## config.mk

```make
export PLATFORM = sky130hd
export DESIGN_NAME = bus_arbiter
export DESIGN_NICKNAME = d
export VERILOG_FILES = /design/src/rtl/bus_arbiter.sv
export SDC_FILE = /design/constraint.sdc
export NUM_CORES = 1
export LEC_CHECK = 0
export CAP_MARGIN = 5
export CORE_MARGIN = 2
export CORE_UTILIZATION = 30
export DETAILED_ROUTE_END_ITERATION = 8
export MAX_ROUTING_LAYER = met4
export PLACE_DENSITY = 0.59
export SLEW_MARGIN = 5
export SYNTH_ARGS = -nofsm -noshare
export SYNTH_HDL_FRONTEND = slang
export SYNTH_SLANG_ARGS = --single-unit
export TNS_END_PERCENT = 30
```

## constraint.sdc

```tcl
create_clock -name clk -period 1.9 [get_ports clk]
set_input_delay 0.38 -clock clk [delete_from_list [all_inputs] [get_ports clk]]
set_output_delay 0.38 -clock clk [all_outputs]
set_load 0.005 [all_outputs]
```

## src/rtl/bus_arbiter.sv

```systemverilog
// rtl/bus_arbiter.sv - round-robin bus arbiter with turnaround cycle and optional tenure limit
module bus_arbiter #(
  parameter int MASTER_QTY = 2,
  parameter int MAX_HOLD   = 0,
  parameter int MSEL_W     = (MASTER_QTY > 1) ? $clog2(MASTER_QTY) : 1
) (
  input  logic                  clk,
  input  logic                  rst,
  input  logic [MASTER_QTY-1:0] req,
  input  logic                  busy,
  output logic [MASTER_QTY-1:0] gnt,
  output logic [MSEL_W-1:0]     msel,
  output logic                  gnt_valid,
  output logic [15:0]           hold_cnt
);

  typedef enum logic [1:0] {IDLE, SWITCH, OWNED} state_t;

  state_t                  state, state_n;
  logic [MASTER_QTY-1:0]   gnt_n;
  logic [MSEL_W-1:0]       msel_n;
  logic [MSEL_W-1:0]       last_owner, last_owner_n;
  logic [15:0]             hold_n;
  logic [MASTER_QTY-1:0]   own_mask;
  logic [MASTER_QTY-1:0]   others;
  logic                    own_req;
  logic                    hold_limit;

  // First high bit of r searching upward from from+1, wrapping; the
  // starting master itself is considered last.
  function automatic logic [MSEL_W-1:0] rr_pick(input logic [MASTER_QTY-1:0] r,
                                                input logic [MSEL_W-1:0] from);
    logic [MSEL_W-1:0]     pick;
    logic [MASTER_QTY-1:0] sh;
    logic                  found;
    int                    idx;
    pick  = from;
    found = 1'b0;
    for (int i = 1; i <= MASTER_QTY; i++) begin
      idx = int'(from) + i;
      if (idx >= MASTER_QTY) idx = idx - MASTER_QTY;
      sh = r >> idx;
      if (!found && sh[0]) begin
        found = 1'b1;
        pick  = MSEL_W'(idx);
      end
    end
    return pick;
  endfunction

  // msel doubles as the owner index while in SWITCH/OWNED.
  always_comb begin
    own_mask   = MASTER_QTY'(1) << msel;
    own_req    = |(req & own_mask);
    others     = req & ~own_mask;
    hold_limit = (MAX_HOLD != 0) && (hold_cnt >= 16'(MAX_HOLD));
  end

  // Next-state and next-output logic; outputs are registered below.
  always_comb begin
    state_n      = state;
    gnt_n        = gnt;
    msel_n       = msel;
    hold_n       = hold_cnt;
    last_owner_n = last_owner;
    case (state)
      IDLE: begin
        gnt_n  = '0;
        hold_n = '0;
        if (|req) begin
          msel_n  = rr_pick(req, last_owner);
          state_n = SWITCH;
        end
      end
      SWITCH: begin
        gnt_n        = own_mask;
        hold_n       = '0;
        last_owner_n = msel;
        state_n      = OWNED;
      end
      OWNED: begin
        last_owner_n = msel;
        if (!busy && (!own_req || hold_limit) && (|others)) begin
          msel_n  = rr_pick(others, msel);
          gnt_n   = '0;
          hold_n  = '0;
          state_n = SWITCH;
        end else if (!busy && !own_req) begin
          gnt_n   = '0;
          hold_n  = '0;
          state_n = IDLE;
        end else if (hold_cnt != 16'hFFFF) begin
          hold_n = hold_cnt + 16'd1;
        end
      end
      default: begin
        gnt_n   = '0;
        hold_n  = '0;
        state_n = IDLE;
      end
    endcase
  end

  // State and registered outputs; reset drops the grant immediately.
  always_ff @(posedge clk or posedge rst) begin
    if (rst) begin
      state      <= IDLE;
      gnt        <= '0;
      gnt_valid  <= 1'b0;
      msel       <= '0;
      hold_cnt   <= '0;
      last_owner <= MSEL_W'(MASTER_QTY - 1);
    end else begin
      state      <= state_n;
      gnt        <= gnt_n;
      gnt_valid  <= |gnt_n;
      msel       <= msel_n;
      hold_cnt   <= hold_n;
      last_owner <= last_owner_n;
    end
  end

endmodule

```

==> flow_summary.yaml <==
global_routing:
  antenna_found_initial: 0
  first_global_vias: 1225
  overflow: 0
  grt.total_usage: 0.1387
  grt_pass1_wl_mm: 5.720
  grt_max_degree: 24
die:
  start_util: 0.3055
  std_cell_rows: 25
  core_mm2: 0.004661
  die-width_um: 72.89
  io_pins: 25
  die_h_um: 72.89
  die_area_mm2: 0.005313
layout:
  fin_area_mm2: 0.001768
  nets: 185
  drive_above_1_share: 0.1387
  syn2layout_area_growth_pct: 24.17
  num_antenna_cells: 0
  mostFrequentLayoutCell: "clkdlybuf4s50_1"
  layout_common_cells: "clkdlybuf4s50_1, dfrtp_1, nand2_1, a21oi_1, buf_4"
synthesis:
  synth_top_family_by_area: "simple AND/OR/NAND/NOR gates"
  synth-seq-area-share: 0.4051
  synthCells: 145
  synth_mux_area_frac: 0.04042
  ys_seq_elements: 23
  yosysWarnings: 0
  synth_area_mm2: 0.001424
  ys_types: 45
  synth_compound_area_frac: 0.2135
  avgSynthCellArea_um2: 9.820
  synthXorXnorAreaFrac: 0
  yosys.area_share.simple: 0.2188
  syn-num-nets: 156
  synthAdderAreaFrac: 0.05272
cts:
  cts_sinks: 23
  clockBufferDepth: 2
  clk_pin_slew_ps: 90
  htreeDepth: 1
  cts_setup_buffers: 0
  cts-root-buf: "clkbuf_8"
  cts_tree: "yes"
  cts_hold_buf: 0
  ctsResizeCount: 0
  cts-buffers-inserted: 3
  insertion_delay_ps: 270
drt:
  avgViaCountPerCell: 5.300
  drc: 0
  wl_per_cell_um: 14.37
  route.vias.total: 1203
  wirelength_mm: 3.262
  ant_nets: 0
  firstDrtPassIters: 5
  drt_iter0_markers: 53
place:
  detailed_place_hpwl_mm: 2.414
  gp_congestion: 0.8401
  pre_cts_ws_ps: -123.8
  dpl_cell_area_mm2: 0.001723
  port_buffers: 24
timing:
  setup_ws_ps: 146.6
  hold_viol: 0
  finalSetupViolations: 0
  maxSlewViolCount: 0
  relSlewSlack: 0.7699
  tns_ps: 0
  timing.final.crit_share: 0.9228
  max_freq_ghz: 0.5703
  worstMarginPinSlew_ps: 345.2
  rsz0062_at_grt: "no"
  finalClockSkew_ps: 5.705
  fin_crit_ps: 1753
  whs_ps: 452.8
power:
  power.density_mw_per_mm2: 871.7
  max-vdd-ir-drop_mv: 0.4817
  p_leak_nw: 0.7161
worst_setup_path:
  cp_max_fo: 16
  worstReg2RegStart: "hold_cnt[1]"
  reg2reg_setup_slack_ps: 150
  setup.worst_path.end_class: "flip-flop"
  timing.critical_path.arrival_ps: 1950
  r2r-end: "hold_cnt[5]"
  path_class: "reg2reg"
  r2r_cells: 5
  crit_required_ps: 2090
  cp-start-kind: "flip-flop"
worst_hold_path:
  hp-class: "in2async"
run:
  cap_violations: 0
outcome:
  status: "completed"
[how the worst max path moves through the flow]
| stage | from | endpoint | slack [ps] |
|---|---|---|---|
| after floorplan | hold_cnt[0] | hold_cnt[7] | 190 |
| after global placement | req[0] | msel | -80 |
| after detailed placement | req[0] | msel | -120 |
| after CTS | msel | msel | 120 |
| after global routing | hold_cnt[1] | hold_cnt[2] | 20 |
| final | hold_cnt[1] | hold_cnt[5] | 150 |
[power breakdown]
group / internal (mW) / switching [mW] / leakage (nW)
combinational: 0.306 / 0.272 / 0.382
sequential: 0.569 / 0.0779 / 0.311
clock: 0.150 / 0.167 / 0.0228
[through the flow]
| stage | util | cells | power (mW) |
|---|---|---|---|
| after floorplan | - | 145 | 1.010 |
| after global placement | 0.3697 | 223 | 1.217 |
| after detailed placement | 0.3697 | 223 | 1.246 |
| after CTS | 0.3793 | 227 | 1.575 |
| after global routing | 0.3793 | 227 | 1.655 |
| final | 0.3793 | 227 | 1.541 |
[cells by family (layout without fill, tap and decap cells)]
| group | Yosys count | in the layout |
|---|---|---|
| adders and majority gates | 6 | 6 |
| muxes | 5 | 5 |
| buffers and inverters | 15 | 43 |
| AOI/OAI and AO/OA | 42 | 42 |
| and+or+nand+nor | 54 | 54 |
| DFF | 23 | 23 |
[flip-flops by register name (all words and copies together), names as in the netlist]
name        cells
gnt_valid       1
gnt             2
msel            1
state           2
hold_cnt       16
last_owner      1
[layer usage]
| layer | routed length [µm] | up-vias | global-route usage |
|---|---|---|---|
| met3 | 90 | 2 | 0.03729 |
| li1 | - | 597 | - |
| met1 | 1492 | 577 | 0.1629 |
| met2 | 1658 | 27 | 0.2404 |
| met5 | 0 | - | - |
| met4 | 22 | 0 | 0.02469 |
[critical path, stage by stage, from the launching register on]
cell and delay, ps:
dfrtp_1 430, ha_1 230, and3_1 240, and4_4 280
a2111o_1 420, o21ai_1 80
[cell usage after synthesis, drive strengths merged]
master   count  area share
ha           6       0.053
dfrtp       22        0.39
or3b         1      0.0062
o211ai       1      0.0053
nand3        6       0.030
nor2b        1      0.0044
nand3b       1      0.0053
o21a         1      0.0053
nand4        4       0.018
or4          1      0.0079
mux2i        2       0.014
mux2         3       0.026
and4         3       0.022
a21oi       11       0.041
and3         6       0.027
nand2b       3       0.013
dfstp        1       0.018
o2bb2ai      1      0.0062
nand2       17       0.045
a41oi        1      0.0062
a21boi       1      0.0053
o21ai       10       0.043
o31ai        1      0.0053
inv          6       0.016
o41ai        2       0.012
nor2         4       0.011
o311ai       2       0.012
nor4b        1      0.0062
and2         1      0.0053
a31oi        2      0.0088
nor3         4       0.014
a21o         1      0.0053
buf          9       0.054
or3          1      0.0044
a221o        1      0.0070
a2111o       5       0.040
a211oi       2       0.011
[layout make-up]
class                   instances  area [µm²]
repair buffers                 33       307.8
well taps                      54       67.56
multi-input cells             107       748.2
flip-flops and latches         23       576.8
clock buffers                   4       45.04
inverters                       6       22.52
fillers                       463        2893
No activity file was read; power rests on OpenSTA's default activity.
==> patch 1, RTL diff (config.mk and constraints unchanged) <==
Set the parameter `MAX_HOLD` to 1 (it was 0).
--- a/src/rtl/bus_arbiter.sv
+++ b/src/rtl/bus_arbiter.sv
@@ -3,3 +3,3 @@
   parameter int MASTER_QTY = 2,
-  parameter int MAX_HOLD   = 0,
+  parameter int MAX_HOLD   = 1,
   parameter int MSEL_W     = (MASTER_QTY > 1) ? $clog2(MASTER_QTY) : 1
Function: changed (Yosys sat finds a counterexample within 10 cycles, from zero or initial values and one cycle with rst high).
==> patch 1 against the unedited design <==
Total power up 16%. Design area up 24%. Wire length is 21% higher. Highest routed layer unchanged. Fmax fell by 6.8%. Sequential share of layout area fell by 6.2 points. Sequential cell count unchanged. Synthesized area increased by 3.6%. Critical path type unchanged. Setup slack got worse by 0.13 ns.
==> patch 1: results (changes against the unedited design) <==
* Pre-CTS worst setup slack at -0.158 ns (was -0.124 ns)
* Netlist cell types at 43 (was 45)
* Synth top area cells: dfrtp_1, ha_1, o21ai_0 (was dfrtp_1, ha_1, nand2_1)
* Post-DP HPWL at 2810 um (was 2410 um)
* Drt first pass iters at 4 (was 5)
* Layout cells sized above 1 at 29.2% (was 13.9%)
* Vias/cell at 5.16 (was 5.30)
* Critical Path Fanout Max at 3 (was 16)
* DR iter-0 viols at 118 (was 53)
* GRT Util Overall at 15.8% (was 13.9%)
* Commonest cells post-synth: dfrtp_1, nor2_1, inv_1, o21ai_0, a21oi_1 (was dfrtp_1, nand2_1, a21oi_1)
* R2r worst-path depth at 7 (was 5)
* R2r setup slk at 0.02 ns (was 0.15 ns)
* Routability cong. at 0.895 (was 0.840)
* First-pass GRT wire length at 6530 um (was 5720 um)
* DP Area at 0.00203 mm2 (was 0.00172 mm2)
* Routed WL at 3960 um (was 3260 um)
* Status: complete, no violations (unchanged)
* Fillers at 452 (was 463)
* Worst Path Arrival at 2.04 ns (was 1.95 ns)
* Reg2reg start: hold_cnt[0] (was hold_cnt[1])
* Post-Syn Nets at 170 (was 156)
* Worst Tran Pin Value at 0.434 ns (was 0.345 ns)
* Peak supply drop at 0.371 mV (was 0.482 mV)
* Number of global-route vias before repair at 1403 (was 1225)
-- patch 1: per-stage QoR --
step | hold WS (ns) | std cells
final | 0.455 | 286
after global routing | 0.508 | 286
after CTS | 0.467 | 281
after detailed placement | 0.553 | 277
after global placement | 0.545 | 277
after floorplan | 0.381 | 157
-- patch 1: logic make-up (layout without fill, tap and decap cells) --
group	Yosys count	in the layout	synth area share, %
AO/OA/AOI/OAI	39	39	17.4
XOR/XNOR	1	1	0.594
adder cells (fa/ha/maj)	8	8	6.79
buffers and inverters	14	76	4.75
flip-flops	23	23	39.1
multiplexers	5	5	3.56
AND/OR/NAND/NOR	67	67	27.8
-- patch 1: per-layer routing --
| metal | share of wire, % | GRT usage, % | up-vias |
|---|---|---|---|
| met3 | 3.9 | 2.44 | 6 |
| met1 | 45 | 20.3 | 715 |
| met4 | 2.1 | 7.27 | 0 |
| met2 | 49 | 24.6 | 38 |
| met5 | 0 | - | - |
| li1 | - | - | 717 |
-- patch 1: report_power, final --
group | internal, mW | switching (mW)
registers | 0.569 | 0.0683
logic | 0.457 | 0.385
clock network | 0.150 | 0.164
total | 1.18 | 0.617
-- patch 1: repair_timing --
action / 4_1_cts / 5_1_grt
buffers inserted: 0 / 5
endpoints found under the setup margin: 4 / 22
resized for setup: 1 / 22
pin swaps: 1 / 5
-- patch 1: worst max-delay path by stage --
stage	start	to	slack [ns]	cells past startpoint
floorplan	hold_cnt[1]	state[1]	0.08	7
global placement	req[0]	hold_cnt[15]	-0.1	6
detailed placement	req[0]	hold_cnt[14]	-0.16	6
CTS	hold_cnt[0]	hold_cnt[14]	0.001	8
global route	hold_cnt[1]	hold_cnt[15]	-0.07	8
finish	hold_cnt[0]	state[1]	0.02	7
-- patch 1: area by class of cell --
class / instances / area, um2 / area share [%]
multi-input cells: 120 / 897 / 41.0
flip-flops and latches: 23 / 577 / 26.4
repair buffers: 62 / 546 / 25.0
well taps: 67 / 83.8 / 3.84
clock buffers: 4 / 45.0 / 2.06
inverters: 10 / 37.5 / 1.72
-- patch 1: critical path, cell delays in order, from the launching register on --
cell and delay, ns:
dfrtp_1 0.42, ha_2 0.21, nor4b_4 0.21, buf_4 0.16, a211oi_2 0.05, a211o_1 0.33, buf_4 0.15, a32o_1 0.24
==> patch 2, RTL diff (config.mk and constraints unchanged) <==
Made on the original files. Re-encode `state_t` (3 states) as one-hot, 3 bits wide.
--- a/src/rtl/bus_arbiter.sv
+++ b/src/rtl/bus_arbiter.sv
@@ -16,3 +16,3 @@
 
-  typedef enum logic [1:0] {IDLE, SWITCH, OWNED} state_t;
+  typedef enum logic [2:0] {IDLE = 3'b001, SWITCH = 3'b010, OWNED = 3'b100} state_t;
 
Check against the original RTL: no difference found for any inputs over 10 cycles, from zero or initial values and one cycle with rst high; not proved beyond that.
==> patch 2 against the unedited design <==
Synthesized area is 11% lower. Wire length down 3.8%. Total power down 13%. Setup slack improved by 0.0029 ns. Final cell count is 7.0% lower. Sequential cell count rose by 1. Design area decreased by 4.5%. Hold slack improved by 0.015 ns.
==> patch 2: results (changes against the unedited design) <==
* WHS at 0.467 ns (was 0.453 ns)
* Routed wl met3 at 99 um (was 90 um)
* Static leakage at 0.684 nW (was 0.716 nW)
* Routed WL at 3140 um (was 3260 um)
* GRT met1 Usage at 18.1% (was 16.3%)
* Routability cong. at 0.768 (was 0.840)
* Status: complete, no violations (unchanged)
* Slowest CP cell: or3b_1 (was dfrtp_1)
* GRT Util Overall at 15.1% (was 13.9%)
* Slew headroom at 64.7% (was 77.0%)
* DR WL/cell at 14.9 um (was 14.4 um)
* Synth Instances at 126 (was 145)
* Cell total after placement at 207 (was 223)
* CP top delay family: compound AO/OA/AOI/OAI gates (was simple AND/OR/NAND/NOR gates)
* Util after Layout at 41.9% (was 37.9%)
* Final net count at 168 (was 185)
* DR iter-0 viols at 44 (was 53)
* Clock-net power at 0.354 mW (was 0.316 mW)
* Netlist cell types at 40 (was 45)
* Metal2 WL at 1550 um (was 1660 um)
* Largest regs: hold_cnt: 16 flops, state: 3 flops, gnt: 2 flops (was hold_cnt: 16 flops, gnt: 2 flops, state: 2 flops)
* Commonest cells post-synth: dfrtp_1, a21oi_1, nand2_1 (was dfrtp_1, nand2_1, a21oi_1)
* Fillers at 394 (was 463)
* Synth top area cells: dfrtp_1, a21oi_1, dfstp_2 (was dfrtp_1, ha_1, nand2_1)
* Layout cells sized above 1 at 15.5% (was 13.9%)
-- patch 2: path summary, 6_finish.rpt --
check	cells past startpoint	start	endpoint
worst max-delay path	3	state[1]	hold_cnt[8]
worst min-delay path	3	rst	hold_cnt[13]
worst max register to register	3	state[1]	hold_cnt[8]
worst min register to register	2	gnt[1]	gnt[1]
max in group asynchronous	3	rst	state[0]
min in group clk	2	gnt[1]	gnt[1]
-- patch 2: tightest hold or removal path, cell delays in order --
cell	delay, ns
clkdlybuf4s50_1	0.40
inv_1	0.05
buf_4	0.30
-- patch 2: layout make-up --
class	instances	area share [%]
Multi-Input combinational cell	92	37.3
Clock buffer	4	3.26
Timing Repair Buffer	33	18.2
Tap cell	50	3.70
Inverter	8	1.78
Sequential cell	24	35.8
-- patch 2: kinds of logic after synthesis --
group	synth area share, %
adder cells (fa/ha/maj)	0.989
AO/OA/AOI/OAI	19.2
buffers and inverters	2.97
XOR/XNOR	1.39
AND/OR/NAND/NOR	23.8
flip-flops	47.7
multiplexers	3.96
